--- src/rtl/sram_arb_ctrl.sv ---
// sram_arb_ctrl: two-port (instruction read / data read-write) controller for
// an asynchronous external SRAM. Each WORD_W request is split into big-endian
// SRAM_W beats, each beat being one SETUP cycle followed by WAIT_CYC ACCESS
// cycles. Optional one-entry instruction buffer: define SRAM_ARB_IBUF_EN.
module sram_arb_ctrl #(
    parameter int WORD_W    = 32,
    parameter int SRAM_W    = 16,
    parameter int ADDR_W    = 23,
    parameter int WAIT_CYC  = 3,
    parameter int DATA_PRIO = 1
) (
    input  logic                  clk,
    input  logic                  rst,
    input  logic                  i_req,
    input  logic [31:0]           i_addr,
    output logic                  i_ack,
    output logic [WORD_W-1:0]     i_rdata,
    input  logic                  d_req,
    input  logic                  d_we,
    input  logic [WORD_W/8-1:0]   d_be,
    input  logic [31:0]           d_addr,
    input  logic [WORD_W-1:0]     d_wdata,
    output logic                  d_ack,
    output logic [WORD_W-1:0]     d_rdata,
    output logic                  busy,
    output logic [ADDR_W-1:0]     sram_addr,
    input  logic [SRAM_W-1:0]     sram_dq_i,
    output logic [SRAM_W-1:0]     sram_dq_o,
    output logic                  sram_dq_oe,
    output logic                  sram_ce_n,
    output logic                  sram_oe_n,
    output logic                  sram_we_n,
    output logic [SRAM_W/8-1:0]   sram_be_n
);

    localparam int BEATS   = WORD_W / SRAM_W;
    localparam int BE_W    = WORD_W / 8;
    localparam int LANE_W  = SRAM_W / 8;
    localparam int LB      = $clog2(LANE_W);
    localparam int BEAT_CW = (BEATS > 1) ? $clog2(BEATS) : 1;
    localparam int WAIT_CW = $clog2(WAIT_CYC);

    localparam logic [BEAT_CW-1:0] LAST_BEAT = BEAT_CW'(BEATS - 1);
    localparam logic [WAIT_CW-1:0] LAST_WAIT = WAIT_CW'(WAIT_CYC - 1);

    typedef enum logic [1:0] {
        IDLE   = 2'd0,
        SETUP  = 2'd1,
        ACCESS = 2'd2,
        DONE   = 2'd3
    } state_t;

    state_t               state_q, state_d;
    logic                 sel_data_q, sel_data_d;   // 1 = data port owns the transfer
    logic                 we_q, we_d;
    logic [BE_W-1:0]      be_q, be_d;               // shifted left one beat at a time
    logic [WORD_W-1:0]    wdata_q, wdata_d;         // shifted left one beat at a time
    logic [ADDR_W-1:0]    addr_q, addr_d;
    logic [BEAT_CW-1:0]   beat_q, beat_d;
    logic [WAIT_CW-1:0]   wait_q, wait_d;
    logic [WORD_W-1:0]    rbuf_q, rbuf_d;           // read beats shift in at the LSB end
    logic [WORD_W-1:0]    i_rdata_q, i_rdata_d;
    logic [WORD_W-1:0]    d_rdata_q, d_rdata_d;

    logic                 grant_i, grant_d;
    logic                 last_wait, last_beat;

    // Byte address with the within-word offset cleared.
    function automatic logic [31:0] word_base(input logic [31:0] a);
        word_base = a & ~(32'(BE_W) - 32'd1);
    endfunction

    // SRAM word address of beat 0 for a byte address.
    function automatic logic [ADDR_W-1:0] beat0_addr(input logic [31:0] a);
        beat0_addr = ADDR_W'(word_base(a) >> LB);
    endfunction

    assign grant_d   = d_req && (!i_req || (DATA_PRIO != 0));
    assign grant_i   = i_req && !grant_d;
    assign last_wait = (wait_q == LAST_WAIT);
    assign last_beat = (beat_q == LAST_BEAT);

`ifdef SRAM_ARB_IBUF_EN
    logic                 ibuf_valid_q, ibuf_valid_d;
    logic [31:0]          ibuf_tag_q, ibuf_tag_d;
    logic [WORD_W-1:0]    ibuf_data_q, ibuf_data_d;
    logic [31:0]          req_tag_q, req_tag_d;     // base of the fetch in flight
    logic                 ibuf_hit;

    assign ibuf_hit = ibuf_valid_q && (ibuf_tag_q == word_base(i_addr));

    // Instruction buffer registers; cleared by reset so no stale hit survives it.
    always_ff @(posedge clk) begin
        if (rst) begin
            ibuf_valid_q <= 1'b0;
            ibuf_tag_q   <= '0;
            ibuf_data_q  <= '0;
            req_tag_q    <= '0;
        end else begin
            ibuf_valid_q <= ibuf_valid_d;
            ibuf_tag_q   <= ibuf_tag_d;
            ibuf_data_q  <= ibuf_data_d;
            req_tag_q    <= req_tag_d;
        end
    end
`endif

    // State and datapath registers.
    always_ff @(posedge clk) begin
        if (rst) begin
            state_q    <= IDLE;
            sel_data_q <= 1'b0;
            we_q       <= 1'b0;
            be_q       <= '0;
            wdata_q    <= '0;
            addr_q     <= '0;
            beat_q     <= '0;
            wait_q     <= '0;
            rbuf_q     <= '0;
            i_rdata_q  <= '0;
            d_rdata_q  <= '0;
        end else begin
            state_q    <= state_d;
            sel_data_q <= sel_data_d;
            we_q       <= we_d;
            be_q       <= be_d;
            wdata_q    <= wdata_d;
            addr_q     <= addr_d;
            beat_q     <= beat_d;
            wait_q     <= wait_d;
            rbuf_q     <= rbuf_d;
            i_rdata_q  <= i_rdata_d;
            d_rdata_q  <= d_rdata_d;
        end
    end

    // Next-state logic: arbitration in IDLE, beat/wait sequencing, read capture.
    always_comb begin
        state_d    = state_q;
        sel_data_d = sel_data_q;
        we_d       = we_q;
        be_d       = be_q;
        wdata_d    = wdata_q;
        addr_d     = addr_q;
        beat_d     = beat_q;
        wait_d     = wait_q;
        rbuf_d     = rbuf_q;
        i_rdata_d  = i_rdata_q;
        d_rdata_d  = d_rdata_q;
`ifdef SRAM_ARB_IBUF_EN
        ibuf_valid_d = ibuf_valid_q;
        ibuf_tag_d   = ibuf_tag_q;
        ibuf_data_d  = ibuf_data_q;
        req_tag_d    = req_tag_q;
`endif
        case (state_q)
            IDLE: begin
                if (grant_d) begin
                    sel_data_d = 1'b1;
                    we_d       = d_we;
                    be_d       = d_be;
                    wdata_d    = d_wdata;
                    addr_d     = beat0_addr(d_addr);
                    beat_d     = '0;
                    wait_d     = '0;
                    // A write with no lanes enabled touches nothing on the bus.
                    state_d    = (d_we && (d_be == '0)) ? DONE : SETUP;
`ifdef SRAM_ARB_IBUF_EN
                    if (d_we && (d_be != '0) && (word_base(d_addr) == ibuf_tag_q))
                        ibuf_valid_d = 1'b0;
`endif
                end else if (grant_i) begin
                    sel_data_d = 1'b0;
                    we_d       = 1'b0;
                    be_d       = '0;
                    addr_d     = beat0_addr(i_addr);
                    beat_d     = '0;
                    wait_d     = '0;
                    state_d    = SETUP;
`ifdef SRAM_ARB_IBUF_EN
                    req_tag_d  = word_base(i_addr);
                    if (ibuf_hit) begin
                        i_rdata_d = ibuf_data_q;
                        state_d   = DONE;
                    end
`endif
                end
            end
            SETUP: begin
                wait_d  = '0;
                state_d = ACCESS;
            end
            ACCESS: begin
                if (last_wait) begin
                    if (!we_q)
                        rbuf_d = (rbuf_q << SRAM_W) | WORD_W'(sram_dq_i);
                    if (last_beat) begin
                        state_d = DONE;
                        if (!we_q) begin
                            if (sel_data_q) begin
                                d_rdata_d = rbuf_d;
                            end else begin
                                i_rdata_d = rbuf_d;
`ifdef SRAM_ARB_IBUF_EN
                                ibuf_valid_d = 1'b1;
                                ibuf_tag_d   = req_tag_q;
                                ibuf_data_d  = rbuf_d;
`endif
                            end
                        end
                    end else begin
                        beat_d  = beat_q + 1'b1;
                        addr_d  = addr_q + 1'b1;
                        wdata_d = wdata_q << SRAM_W;
                        be_d    = be_q << LANE_W;
                        state_d = SETUP;
                    end
                end else begin
                    wait_d = wait_q + 1'b1;
                end
            end
            DONE: begin
                state_d = IDLE;
            end
            default: state_d = IDLE;
        endcase
    end

    // SRAM strobe decode from the registered state; we_n releases one cycle
    // early on writes so data stays driven through the hold cycle.
    always_comb begin
        sram_ce_n  = 1'b1;
        sram_oe_n  = 1'b1;
        sram_we_n  = 1'b1;
        sram_dq_oe = 1'b0;
        sram_be_n  = '1;
        case (state_q)
            SETUP: begin
                sram_ce_n  = 1'b0;
                sram_dq_oe = we_q;
                sram_be_n  = we_q ? ~be_q[BE_W-1 -: LANE_W] : '0;
            end
            ACCESS: begin
                sram_ce_n  = 1'b0;
                sram_oe_n  = we_q;
                sram_we_n  = !(we_q && !last_wait);
                sram_dq_oe = we_q;
                sram_be_n  = we_q ? ~be_q[BE_W-1 -: LANE_W] : '0;
            end
            default: ;
        endcase
    end

    assign sram_dq_o = wdata_q[WORD_W-1 -: SRAM_W];
    assign sram_addr = addr_q;
    assign busy      = (state_q != IDLE);
    assign i_ack     = (state_q == DONE) && !sel_data_q;
    assign d_ack     = (state_q == DONE) && sel_data_q;
    assign i_rdata   = i_rdata_q;
    assign d_rdata   = d_rdata_q;

endmodule

--- config.mk ---
export PLATFORM = sky130hd
export DESIGN_NAME = sram_arb_ctrl
export DESIGN_NICKNAME = d
export VERILOG_FILES = /design/src/rtl/sram_arb_ctrl.sv
export SDC_FILE = /design/constraint.sdc
export NUM_CORES = 1
export LEC_CHECK = 0
export ABC_CLOCK_PERIOD_IN_PS = 2900
export BUFFER_PORTS_ARGS = -buffer_cell sky130_fd_sc_hd__buf_2
export CAP_MARGIN = 10
export CORE_AREA = 2 2 131 133
export CTS_CLUSTER_DIAMETER = 200
export CTS_CLUSTER_SIZE = 30
export DETAILED_ROUTE_END_ITERATION = 7
export DIE_AREA = 0 0 133 135
export PLACE_DENSITY = 0.71
export SLEW_MARGIN = 20
export SYNTH_ARGS = -nofsm -noshare
export SYNTH_HDL_FRONTEND = slang
export SYNTH_SLANG_ARGS = --single-unit
--- constraint.sdc ---
create_clock -name clk -period 2.9 [get_ports clk]
set_input_delay 0.145 -clock clk [delete_from_list [all_inputs] [get_ports clk]]
set_output_delay 0.145 -clock clk [all_outputs]
set_load 0.01 [all_outputs]
==> reports/qor.txt <==
CP endpoint = sram_addr[2]$_SDFFE_PP0P_
GRT Total Usage = 21.85%
main area contributors after synthesis = dfxtp_1 (45%), mux2i_1 (8.9%), a211oi_1 (8.9%), nor2_1 (5.8%), nand2_1 (4.7%)
worst clock skew = 0.009861 ns
H-tree depth = 4
fill count = 1462
GR Overflow Total = 0
ys async rst share = 0%
RSZ-0062 raised after global routing = false
final HPWL from detailed placement = 13160 um
Cell Area, Synth = 7278 um2
crit path time final = 2.372 ns
Detail Route Antenna Nets = 0
CTS tree = yes
Die Width = 133 um
Cell Rows = 47
I/O Pins = 233
crit path cell chain = inv_1 -> ha_1 -> or3b_1 -> o21ai_1 -> buf_4 -> o21ai_0 -> a21oi_1
Critical Path Source = state_q[0]$_SDFFE_PP0P_
Lkg Pwr = 3.698 nW
Starting Density = 44.36%
Power Total = 7.481 mW
critical path required time = 3.26 ns
nets = 1171
DR WL/cell = 15.56 um
Yosys top cell by area = dfxtp_1
HP Class = in2reg
Post-synth top flop = dfxtp_1
pwr dens = 803.8 nW/um2
post-route non-filler standard cell count = 1275
Root Driver = clkbuf_16
cells after synthesis = 845
Detailed Routing Iterations Pass 1 = 4
Die Y = 135 um
I/O Buffers = 212
Die Area = 17960 um2
CP max-delay cell = or3b_1
Final period util = 81.81%
syn avg cell area = 8.613 um2
Clock transition at path regs = 0.07 ns
Slew Viols, Final = 0
synthesis warning total = 0
f_max = 0.4215 GHz
vias in the first global route = 6396
Max-cap violations = 0
path depth of the worst reg2reg path = 7
Max VDD drop = 530.9 uV
first-pass GRT wire length = 31860 um
footprint of the multi-input gates = 3598 um2
Setup CP Type = reg2reg
layout cells sized above 1 = 26.16%
number of flops mapped to enable cells by yosys = 0
Register-to-Register Setup Slack = 0.53 ns
Crit. End Element = flop
max_slew headroom = 45.06%
post-synth net total = 974
routed vias/inst = 5.358
total CTS buffers = 17
RR Startpoint = state_q[0]$_SDFFE_PP0P_
RR Endpoint = sram_addr[2]$_SDFFE_PP0P_
slowest stage delay, CP = 0.52 ns
Setup TNS = 0 ns
Post-Route WL = 19850 um
Worst Tran Pin Value = 0.8241 ns
post-synth top area share = 44.56%
outcome = finished clean
DR vias = 6831
worst-path maximum fanout = 13
Detailed Route Iter0 Violations = 399
register area share after synthesis = 44.56%
final hold violation count = 0
# clock sinks = 162
GPL Wtd Cong = 0.8218
Setup crit start kind = flop
setup violators final = 0
Yosys reg bits = 162
initial antenna violation count = 0
number of antenna diodes = 0
Core Box Area = 16410 um2
Synth cell types = 54
clk_lat worst skew = 0.42 ns
dpl cells = 1209
maximum buffer depth of the clock tree = 2
pin count of the biggest net entering global routing = 77
DRC viols = 0
Layout area overhead = 27.88%
crit path DAT = 2.73 ns
FF+latch area = 3244 um2
CTS resizes = 0
==> cell families (layout without fill, tap and decap cells) <==
family / after synthesis / in the layout / share of synthesized area [%]
AOI/OAI and AO/OA: 218 / 218 / 20.39
buffers and inverters: 101 / 311 / 6.206
adders and majority gates: 8 / 8 / 1.375
and+or+nand+nor: 286 / 286 / 17.76
DFF: 162 / 162 / 44.56
muxes: 70 / 70 / 9.713
==> cell type report <==
class,count,share of cell area (%)
inverters,15,0.6049
multi-input cells,582,38.66
clock inverters,12,1.344
repair buffers,264,16.67
well taps,220,2.957
flip-flops and latches,162,34.86
clock buffers,20,4.907
==> registers in the layout, indices dropped and copies added, names as in the netlist <==
signal and cells:
d_rdata 32, i_rdata 32, rbuf_q 32, wdata_q 32, sram_addr 23, be_q 4
state_q 2, wait_q 2, beat_q 1, sel_data_q 1, we_q 1
==> where the power goes <==
part	internal [mW]	switching (mW)	leakage (nW)
registers	2.54	0.317	1.32
clock network	1.25	0.955	0.281
logic	0.958	1.47	2.10
==> cell usage after synthesis, types with 6 or more instances <==
cell type	n
nand2_1	91
o21ai_0	12
a22oi_1	18
inv_1	14
nand3_1	15
nor3_1	14
nor2b_1	6
ha_1	8
o211ai_1	9
mux2i_1	65
nor4_1	7
dfxtp_1	162
buf_2	10
buf_1	9
clkbuf_1	51
a21oi_1	55
buf_4	16
or4_1	6
a211oi_1	86
nor2_1	113
==> how the worst min path moves through the flow <==
stage / from / to / cells after the start / slack (ns)
finish: d_we / we_q$_SDFFE_PP0P_ / 3 / 0.04
global route: d_we / we_q$_SDFFE_PP0P_ / 3 / 0.05
CTS: d_we / we_q$_SDFFE_PP0P_ / 3 / 0.01
detailed placement: d_wdata[11] / wdata_q[11]$_SDFFE_PP0P_ / 3 / 0.39
global placement: d_wdata[13] / wdata_q[13]$_SDFFE_PP0P_ / 3 / 0.38
floorplan: sram_dq_i[0] / rbuf_q[0]$_SDFFE_PP0P_ / 2 / 0.28
==> metrics by stage <==
| stage | util (%) | worst slack (ns) | instance area, um2 | hold WS, ns |
|---|---|---|---|---|
| 4_1_cts | 56.73 | 0.5548 | 9308 | 0.01091 |
| 3_5_place_dp | 51.11 | 0.5785 | 8386 | 0.3890 |
| 3_3_place_gp | 51.11 | 0.6116 | 8386 | 0.3767 |
| 6_report | 56.73 | 0.5276 | 9308 | 0.03648 |
| 2_1_floorplan | - | 0.8895 | 7278 | 0.2810 |
| 5_1_grt | 56.73 | 0.3852 | 9308 | 0.05130 |
==> worst max-delay path, delay by kind of cell (launching register included) <==
kind            cells  cell delay [ns]
simple gates        1             0.52
buf+inv             2             0.43
compound gates      3             0.62
fa+ha+maj           1             0.38
flops               1             0.34
==> cells in the final DEF (no fill, tap or decap), types with 7 or more instances in the layout <==
cell             n
mux2i_1         65
o21ai_0         12
nor4_1           7
inv_1           14
nor3_1          14
a22oi_1         18
o211ai_1         9
dfxtp_1        161
dlygate4sd3_1   34
nor2_1         113
a211oi_1        86
nand3_1         15
clkbuf_16       17
a21oi_1         55
buf_4           18
nand2_1         91
ha_1             7
buf_2          211
==> routing by layer <==
layer | GRT usage [%] | wire, um
met2 | 36.15 | 9577
met1 | 28.66 | 9018
met4 | 6.213 | 201
met5 | 0 | 0
met3 | 5.068 | 1048
==> repair_timing <==
action | in CTS | in global routing
setup buffers | 0 | 0
endpoints found under the hold margin | 34 | 0
hold buffers | 34 | 0
(Power assumes the default switching activity.)
